<file path="src/rtl/fast_command_encoder.sv">
// Fast-command link transmitter: queues command requests and serializes one 8-bit
// symbol per 8-cycle frame, MSB first, filling empty frames with the IDLE symbol.
module fast_command_encoder #(
    parameter int unsigned FIFO_DEPTH = 4,
    parameter logic [7:0]  IDLE_CODE  = 8'hF0
) (
    input  logic                               clk320,
    input  logic                               reset,
    input  logic                               cmdValid,
    input  logic [3:0]                         cmdSel,
    output logic                               cmdReady,
    input  logic                               alignMode,
    output logic                               fc,
    output logic                               wordStart,
    output logic [9:0]                         txCmd,
    output logic [$clog2(FIFO_DEPTH+1)-1:0]    fifoCount,
    output logic                               invalidCmd
);

    localparam int unsigned CW       = $clog2(FIFO_DEPTH + 1);
    localparam int unsigned PW       = $clog2(FIFO_DEPTH);
    localparam int unsigned MAX_SEL  = 9;

    logic [2:0]    bit_cnt;
    logic [7:0]    shreg;
    logic [9:0]    cur_idx;
    logic [3:0]    fifo_mem [FIFO_DEPTH];
    logic [PW-1:0] wr_ptr;
    logic [PW-1:0] rd_ptr;
    logic          full;
    logic          sel_legal;
    logic          push;
    logic          pop;
    logic          frame_end;
    logic [3:0]    head;

    // Symbol table indexed by command number; out-of-range never reaches here.
    function automatic logic [7:0] sel_code(input logic [3:0] sel);
        logic [7:0] code;
        case (sel)
            4'd1:    code = 8'h33;
            4'd2:    code = 8'h5A;
            4'd3:    code = 8'h55;
            4'd4:    code = 8'h66;
            4'd5:    code = 8'h69;
            4'd6:    code = 8'h96;
            4'd7:    code = 8'h99;
            4'd8:    code = 8'hA5;
            4'd9:    code = 8'hAA;
            default: code = IDLE_CODE;
        endcase
        return code;
    endfunction

    assign full      = (fifoCount == CW'(FIFO_DEPTH));
    assign cmdReady  = !full;
    assign sel_legal = (cmdSel <= 4'(MAX_SEL));
    assign push      = cmdValid & cmdReady & sel_legal;
    assign frame_end = (bit_cnt == 3'd7);
    assign pop       = frame_end & !alignMode & (fifoCount != '0);
    assign head      = fifo_mem[rd_ptr];

    assign fc        = shreg[7];
    assign wordStart = (bit_cnt == 3'd0);
    assign txCmd     = cur_idx;

    // Serializer: shift within the frame, load the next symbol on the last bit.
    always_ff @(posedge clk320) begin
        if (reset) begin
            bit_cnt <= 3'd0;
            shreg   <= IDLE_CODE;
            cur_idx <= 10'd1;
        end else begin
            bit_cnt <= bit_cnt + 3'd1;
            if (frame_end) begin
                if (pop) begin
                    shreg   <= sel_code(head);
                    cur_idx <= 10'(1) << head;
                end else begin
                    shreg   <= IDLE_CODE;
                    cur_idx <= 10'd1;
                end
            end else begin
                shreg <= {shreg[6:0], 1'b0};
            end
        end
    end

    // Queue bookkeeping; pointers wrap naturally since the depth is a power of two.
    always_ff @(posedge clk320) begin
        if (reset) begin
            wr_ptr     <= '0;
            rd_ptr     <= '0;
            fifoCount  <= '0;
            invalidCmd <= 1'b0;
        end else begin
            invalidCmd <= cmdValid & cmdReady & !sel_legal;
            if (push) begin
                wr_ptr <= wr_ptr + PW'(1);
            end
            if (pop) begin
                rd_ptr <= rd_ptr + PW'(1);
            end
            case ({push, pop})
                2'b10:   fifoCount <= fifoCount + CW'(1);
                2'b01:   fifoCount <= fifoCount - CW'(1);
                default: fifoCount <= fifoCount;
            endcase
        end
    end

    always_ff @(posedge clk320) begin
        if (!reset && push) begin
            fifo_mem[wr_ptr] <= cmdSel;
        end
    end

endmodule
</file>
<file path="config.mk">
export PLATFORM = sky130hd
export DESIGN_NAME = fast_command_encoder
export DESIGN_NICKNAME = d
export VERILOG_FILES = /design/src/rtl/fast_command_encoder.sv
export SDC_FILE = /design/constraint.sdc
export NUM_CORES = 1
export LEC_CHECK = 0
export ABC_AREA = 1
export CAP_MARGIN = 20
export CORE_MARGIN = 1
export CORE_UTILIZATION = 55
export CTS_CLUSTER_SIZE = 24
export DETAILED_ROUTE_END_ITERATION = 6
export HOLD_SLACK_MARGIN = 0.12
export PLACE_DENSITY = 0.89
export SLEW_MARGIN = 20
export SYNTH_ARGS = -nofsm -noshare
export SYNTH_HDL_FRONTEND = slang
export SYNTH_SLANG_ARGS = --single-unit
export TNS_END_PERCENT = 20
</file>
<file path="constraint.sdc">
create_clock -name clk320 -period 2.7 [get_ports clk320]
set_clock_uncertainty 0.2 [all_clocks]
set_input_delay 0.27 -clock clk320 [delete_from_list [all_inputs] [get_ports clk320]]
set_output_delay 0.27 -clock clk320 [all_outputs]
set_load 0.01 [all_outputs]
</file>
==> results of run 1 <==
## routing by layer
layer	vias to the layer above	GRT usage	share of wire
li1	846	-	-
met1	735	0.236	0.45
met2	39	0.367	0.49
met3	13	0.0464	0.036
met4	0	0.114	0.028
met5	-	0	0
## power by group
group | switching, mW | total, mW | leakage [nW] | internal, mW
Sequential | 0.0106 | 0.758 | 0.397 | 0.747
Clock | 0.231 | 0.407 | 0.0392 | 0.176
Combinational | 0.0629 | 0.110 | 0.623 | 0.0466
Total | 0.305 | 1.27 | 1.06 | 0.970
## cell usage in the layout, fill, tap and decap left out, types with 8 or more instances in the layout
cell / count
ha_1: 12
a21oi_1: 13
inv_1: 26
nand3_1: 13
dfxtp_1: 31
edfxtp_1: 16
o21ai_0: 10
nor2_1: 17
o21ai_1: 8
nand2_1: 66
clkdlybuf4s50_1: 24
## sequential cells by signal (all words and copies together) (netlist names), named ones only
name and count:
bit_cnt 3, invalidCmd 1, rd_ptr 2, wr_ptr 2
fifo_mem 16, shreg 8, fifoCount 3, txCmd 10
## layout make-up
class	instances	share of cell area
clock buffer	5	0.0273
clock inverter	3	0.00596
inverter	30	0.0467
multi-input combinational	163	0.352
sequential	47	0.437
tap	48	0.0238
timing repair buffer	28	0.107
## through the flow
stage	power, mW	cells
finish	1.27	324
detailed placement	0.883	316
CTS	1.28	324
global route	1.32	324
global placement	0.878	316
floorplan	0.839	245
## worst paths after layout
check	startpoint	end	slack [ps]	depth (start not counted)
worst max-delay path	bit_cnt[0]	fifoCount[2]	330	11
worst min-delay path	shreg[2]	shreg[3]	250	2
worst max register to register	bit_cnt[0]	fifoCount[2]	330	11
worst min register to register	shreg[2]	shreg[3]	250	2
## kinds of logic after synthesis
family,count (synthesis),share of synthesized area
simple gates,113,0.239
flops,47,0.516
compound gates,37,0.0974
buf+inv,35,0.0674
fa+ha+maj,13,0.0798
## tightest hold or removal path: cells and delay by family (launching register included)
kind             cells  cell delay [ps]
flip-flops           1              320
AND/OR/NAND/NOR      2              100
==> flow_summary.yaml, run 1 <==
cts:
  h-tree-depth: 2
  clk_pin_slew_ps: 80
  cts_max_path_buffers: 2
  cts_made_buffers: 5
  cts_sinks: 47
  clk_latency_ps: 300
  ctsHoldBuffers: 0
  cts_setup_buffers: 0
  cts_tree: "done"
  post_cts_resized: 0
  cts-root-buf: "clkbuf_8"
floorplan:
  num_io_pins: 25
  start_util: 0.578
  rows: 22
  dieArea_um2: 4130
  core_um2: 3690
  die_w_um: 64.3
  die_y_um: 64.3
sta:
  period_share: 0.876
  hold-worst-slack_ps: 248
  clock.fmax_mhz: 423
  grt_setup_unrepaired: "false"
  slew_headroom: 0.739
  setup_slack_ps: 334
  final-setup-viol-count: 0
  period_minus_slack_ps: 2370
  tightest_slew_ps: 390
  drv_slew: 0
  final_hold_viol_count: 0
  setup_tns_ps: 0
finish:
  nNetsFinal: 296
  fillers: 293
  finalInstanceArea_um2: 2520
  syn_to_final_growth_pct: 18.2
  diodes: 0
  multiInputGateArea_um2: 888
  seqCellArea_um2: 1100
  drive_gt1_frac: 0.109
  fin_util: 0.684
placed_design:
  gp_congestion: 0.822
  dp_hpwl_mm: 2.85
  io_buffers: 24
  pre_cts_slack_ps: 122
  placed_area_um2: 2440
grt:
  antenna_found_initial: 0
  grt_usage: 0.210
  grt_pass1_wl_mm: 6.64
  grt.overflow.total: 0
  grt_pass1_vias: 1598
  grt_max_degree: 15
synth:
  syn_avg_cell_area_um2: 8.71
  synth_top_cell_area_share: 0.291
  yosys_warnings: 0
  yosysMostFrequentCell: "nand2_1"
  synth_common_cells: "66 x nand2_1, 31 x dfxtp_1, 26 x inv_1, 17 x nor2_1, 16 x edfxtp_1"
  ys.flop_type: "dfxtp_1"
  syn_nets: 266
  synth_edf_count: 16
  synth.distinct_cells: 29
  synth_largest_area_cell: "dfxtp_1"
  syn_inst: 245
  synth-seq-area-share: 0.516
  ys_ff_latch: 47
  synth_area_leaders: "dfxtp_1 29%, edfxtp_1 23%, nand2_1 12%"
  netlist_area_um2: 2130
  async_flop_share: 0
run_status:
  outcome: "completed"
worst_setup_path:
  criticalPathCategory: "reg -> reg"
  crit_slowest_cell: "fa_1"
  critPathCaptureType: "register"
  crit_path_cell_trace: "ha_1, ha_1, nand2_1, a21oi_4, ha_1, inv_1, fa_1, a21oi_1, o21ai_0, o21ai_0, a21oi_1"
  cp.required_ps: 2690
  cpMostUsedCell: "ha_1"
  slowest_delay_ps: 380
  crit_arrival_ps: 2360
  cp-start-kind: "register"
  cp_top_family: "adder cells"
  path_max_fanout: 4
  worst-path-buf-inv: 1
pwr:
  irDropWorstVdd_uv: 443
  powerDensity_nw_per_um2: 506
  power_leakage_nw: 1.06
drt:
  vias: 1633
  drt-total-wl_mm: 3.81
  drt_iter0_drc: 43
  wire_per_inst_um: 11.8
  postRouteAntennaNets: 0
  viasPerCell: 5.04
  first_pass_iters: 4
  drc: 0
run:
  maxCapViolations: 0
min_path:
  hp-class: "reg -> reg"
Power figures use the tool's default switching activity.
==> inputs of run 2 (changes only) <==
- CORE_UTILIZATION: 55 -> 49
- PLACE_DENSITY: 0.89 -> 0.84
- clock period: 2.7 -> 2.1 ns (I/O delays scaled with it)
==> run 2 against run 1 <==
  * The run now ends with negative setup slack left
  * Core utilization fell by 1.4 points
  * Sequential cell count stayed put
  * Critical path type unchanged
  * Global-route usage rose by 0.59 points
  * Final cell count is 6.5% higher
  * Via count is 4.5% higher
  * Non-clock buffer count grew 19
  * Critical path depth is the same
==> flow_summary.yaml, run 2 (synthesis results as in run 1) <==
drt:
  wire_per_inst_um: 12.3
  first_pass_iters: 4
  viasPerCell: 4.94
  postRouteAntennaNets: 0
  drt-total-wl_mm: 4.23
  vias: 1706
  drt_iter0_drc: 72
  drc: 0
min_path:
  hold_depth: 2
  min_to: "shreg[3]"
  hp-class: "reg -> reg"
  min_from: "shreg[2]"
finish:
  syn_to_final_growth_pct: 28.3
  drive_gt1_frac: 0.207
  seqCellArea_um2: 1100
  top_register: "fifo_mem"
  fillers: 334
  multiInputGateArea_um2: 933
  nNetsFinal: 315
  largest_reg_flops: 16
  diodes: 0
  final_cell_mix: "65 x nand2_1, 29 x dfxtp_1, 25 x inv_1, 23 x clkdlybuf4s50_1, 23 x buf_4"
  finalInstanceArea_um2: 2740
  final_common_cell: "nand2_1"
sta:
  drv_slew: 0
  final-setup-viol-count: 1
  grt_setup_unrepaired: "true"
  period_share: 1.02
  tightest_slew_ps: 324
  clock.fmax_mhz: 469
  slew_headroom: 0.783
  final_hold_viol_count: 0
  setup_slack_ps: -32.5
  period_minus_slack_ps: 2130
cts:
  ctsHoldBuffers: 0
  clk_pin_slew_ps: 80
  cts_max_path_buffers: 2
  cts_tree: "done"
  cts_sinks: 47
  cts_made_buffers: 5
  h-tree-depth: 2
  clk_latency_ps: 300
  cts-root-buf: "clkbuf_8"
grt:
  use_met2: 0.387
  grt_max_degree: 16
  antenna_found_initial: 0
  grtUsageMet1: 0.236
  busiest_layer: "met2"
  grt_pass1_wl_mm: 7.18
  grt_usage: 0.216
  grt_pass1_vias: 1675
  grt.overflow.total: 0
  use_met3: 0.0550
worst_setup_path:
  crit_arrival_ps: 2120
  cp-start-kind: "register"
  r2r-end: "fifoCount[2]"
  critPathCaptureType: "register"
  ff2ff_setup_slack_ps: -30
  criticalPathCategory: "reg -> reg"
  reg2reg_from: "bit_cnt[1]"
  cp.required_ps: 2090
  reg2reg_depth: 11
  path_max_fanout: 2
placed_design:
  pre_cts_slack_ps: -153
  placed_area_um2: 2580
  dp_hpwl_mm: 3.09
  gp_congestion: 0.868
  io_buffers: 24
run_status:
  outcome: "finished, violations left"
  failed_checks: "negative setup slack"
floorplan:
  die_y_um: 68.0
  num_io_pins: 25
  core_um2: 4090
  dieArea_um2: 4620
  die_w_um: 68.0
  start_util: 0.522
  rows: 23
run:
  maxCapViolations: 0
pwr:
  irDropWorstVdd_uv: 508
  power_leakage_nw: 1.19
  powerDensity_nw_per_um2: 640
[run 2: repair_timing]
item | in CTS | in global routing
resized for setup | 0 | 5
buffers inserted | 4 | 1
pin swaps | 6 | 5
endpoints found under the hold margin | 0 | 0
setup endpoints to repair | 1 | 3
[run 2: final cells by class]
class	count	share of cell area
Multi-Input combinational cell	163	0.341
Clock inverter	1	0.00229
Tap cell	50	0.0229
Timing Repair Buffer	47	0.152
Clock buffer	7	0.0357
Sequential cell	47	0.403
Inverter	30	0.0430
[run 2: routing by layer]
| layer | vias up | part of all wire |
|---|---|---|
| li1 | 884 | - |
| met1 | 768 | 0.41 |
| met5 | - | 0 |
| met2 | 44 | 0.52 |
| met4 | 0 | 0.028 |
| met3 | 10 | 0.044 |
[run 2: how the worst max path moves through the flow]
| stage | to | start | cells after the start | slack [ps] |
|---|---|---|---|---|
| 3_3_place_gp | fifoCount[2] | cmdSel[2] | 10 | -90 |
| 3_5_place_dp | fifoCount[2] | cmdSel[2] | 10 | -150 |
| 5_1_grt | fifoCount[2] | bit_cnt[1] | 11 | -110 |
| 2_1_floorplan | fifoCount[2] | bit_cnt[1] | 11 | -100 |
| 4_1_cts | fifoCount[2] | bit_cnt[0] | 11 | 20 |
| 6_report | fifoCount[2] | bit_cnt[1] | 11 | -30 |
[run 2: critical path, stage by stage (launching register included)]
cell and delay (ps):
dfxtp_2 360, ha_4 140, ha_4 140, nand2_4 50, a21oi_4 120, ha_2 180, inv_2 40, fa_2 360
a21oi_2 110, o21ai_1 90, o21ai_1 160, a21oi_1 50
[run 2: power by group]
part	total, mW	internal [mW]	switching (mW)
registers	0.976	0.962	0.0140
logic	0.173	0.0802	0.0928
clock network	0.604	0.308	0.295
[run 2: through the flow]
| stage | power [mW] | setup TNS (ps) | hold slack, ps | utilization | std cells |
|---|---|---|---|---|---|
| floorplan | 1.08 | -104 | 109 | - | 245 |
| global placement | 1.15 | -94.4 | 206 | 0.631 | 332 |
| detailed placement | 1.16 | -263 | 211 | 0.631 | 332 |
| CTS | 1.77 | 0 | 231 | 0.664 | 344 |
| global route | 1.83 | -119 | 275 | 0.670 | 345 |
| finish | 1.75 | -32.5 | 229 | 0.670 | 345 |
==> inputs of run 3 (changes only) <==
- CORE_UTILIZATION: 49 -> 55
- PLACE_DENSITY: 0.84 -> 0.89
- clock period: 2.1 -> 2.28 ns (I/O delays scaled with it)
==> run 3 against run 2 <==
  * The run now ends clean
  * Clock power barely moved
  * Core utilization rose by 5.1 points
  * Critical path depth did not move
  * Largest cell class unchanged
  * Design area fell by 2.9%
  * Combinational power fell by 17%
  * Sequential cell count did not move
  * Critical path type unchanged
==> flow_summary.yaml, run 3 (synthesis results as in run 1) <==
pwr:
  power_mw: 1.65
  irDropWorstVdd_uv: 536
  powerDensity_nw_per_um2: 621
  power_leakage_nw: 1.11
floorplan:
  dieArea_um2: 4130
  start_util: 0.578
  die_y_um: 64.3
  die_w_um: 64.3
  rows: 22
  core_um2: 3690
  num_io_pins: 25
cts:
  cts-root-buf: "clkbuf_8"
  cts_made_buffers: 5
  clk_latency_ps: 300
  cts_tree: "done"
  cts_max_path_buffers: 2
  clk_pin_slew_ps: 80
  cts_sinks: 47
  ctsHoldBuffers: 0
  h-tree-depth: 2
sta:
  tightest_slew_ps: 398
  final-setup-viol-count: 0
  final_hold_viol_count: 0
  slew_headroom: 0.734
  period_share: 0.965
  period_minus_slack_ps: 2200
  clock.fmax_mhz: 455
  drv_slew: 0
grt:
  grt_pass1_wl_mm: 6.54
  antenna_found_initial: 0
  grt_max_degree: 16
  grt_pass1_vias: 1581
  grt.overflow.total: 0
  grt_usage: 0.209
drt:
  postRouteAntennaNets: 0
  first_pass_iters: 6
  drt_iter0_drc: 56
  drt-total-wl_mm: 3.95
  drc: 0
  vias: 1657
  wire_per_inst_um: 11.9
  viasPerCell: 4.99
finish:
  seqCellArea_um2: 1110
  diodes: 0
  drive_gt1_frac: 0.173
  syn_to_final_growth_pct: 24.6
  fin_util: 0.720
  finalInstanceArea_um2: 2660
  largest_reg_flops: 16
  nNetsFinal: 304
  final_cell_mix: "65 x nand2_1, 29 x dfxtp_1, 25 x inv_1, 24 x clkdlybuf4s50_1, 17 x nor2_1"
  top_register: "fifo_mem"
  fillers: 282
  final_common_cell: "nand2_1"
  multiInputGateArea_um2: 933
placed_design:
  dp_hpwl_mm: 2.90
  io_buffers: 24
  placed_area_um2: 2490
  gp_congestion: 0.877
worst_setup_path:
  criticalPathCategory: "reg -> reg"
  path_max_fanout: 3
  crit_arrival_ps: 2200
  cp-start-kind: "register"
  cp.required_ps: 2280
  critPathCaptureType: "register"
run_status:
  outcome: "completed"
min_path:
  hp-class: "reg -> reg"
run:
  maxCapViolations: 0
-- run 3: changes by cell type in the layout (fill, tap and decap cells not counted), sizes merged --
cell           delta
buf              -11
inv               -2
bufinv            +1
clkbuf            -1
clkdlybuf4s50     +1
clkinv            +1
clkinvlp          +1
dlymetal6s2s      -1
-- run 3: layout make-up --
cell class,instances,area share
Multi-Input combinational cell,163,0.351
Sequential cell,47,0.416
Inverter,30,0.0443
Clock inverter,2,0.0141
Timing Repair Buffer,36,0.124
Tap cell,48,0.0226
Clock buffer,6,0.0273
-- run 3: per-layer routing --
layer  track usage  part of all wire  routed length (um)  up-vias
met5             0                 0                   0        -
met3        0.0661             0.040                 159        5
li1              -                 -                   -      857
met2         0.376              0.50                1980       31
met1         0.231              0.44                1750      764
met4        0.0694             0.015                  58        0
-- run 3: worst paths after layout --
| path | startpoint | end | slack, ps | cells past startpoint |
|---|---|---|---|---|
| worst max-delay path | bit_cnt[0] | fifoCount[2] | 80 | 11 |
| worst min-delay path | shreg[2] | shreg[3] | 250 | 2 |
| worst max register to register | bit_cnt[0] | fifoCount[2] | 80 | 11 |
| worst min register to register | shreg[2] | shreg[3] | 250 | 2 |
-- run 3: metrics by stage --
stage / setup slack (ps) / instances / setup TNS, ps / hold slack [ps]
final: 80.2 / 332 / 0 / 246
after global routing: -7.11 / 332 / -7.11 / 270
after CTS: 19.6 / 330 / 0 / 251
after detailed placement: 2.18 / 322 / 0 / 228
after global placement: 73.1 / 322 / 0 / 223
after floorplan: 11.1 / 245 / 0 / 127
-- run 3: report_power, final --
part / total (mW) / leakage, nW / internal [mW] / switching, mW
Clock: 0.607 / 0.0514 / 0.327 / 0.280
Sequential: 0.901 / 0.398 / 0.885 / 0.0157
Combinational: 0.143 / 0.660 / 0.0654 / 0.0781
Total: 1.65 / 1.11 / 1.28 / 0.374
-- run 3: repair_timing --
item                                   4_1_cts  5_1_grt
setup endpoints to repair                    0        1
endpoints found under the hold margin        0        0
resized for setup                            0       10
setup buffers                                0        2
-- run 3: worst max-delay path, stage by stage (launching register included) --
cell	delay, ps
dfxtp_4	380
ha_4	140
ha_4	120
nand2_2	60
a21oi_4	130
ha_2	190
inv_2	60
fa_2	410
a21oi_2	150
o21ai_2	70
o21ai_1	130
a21oi_1	50
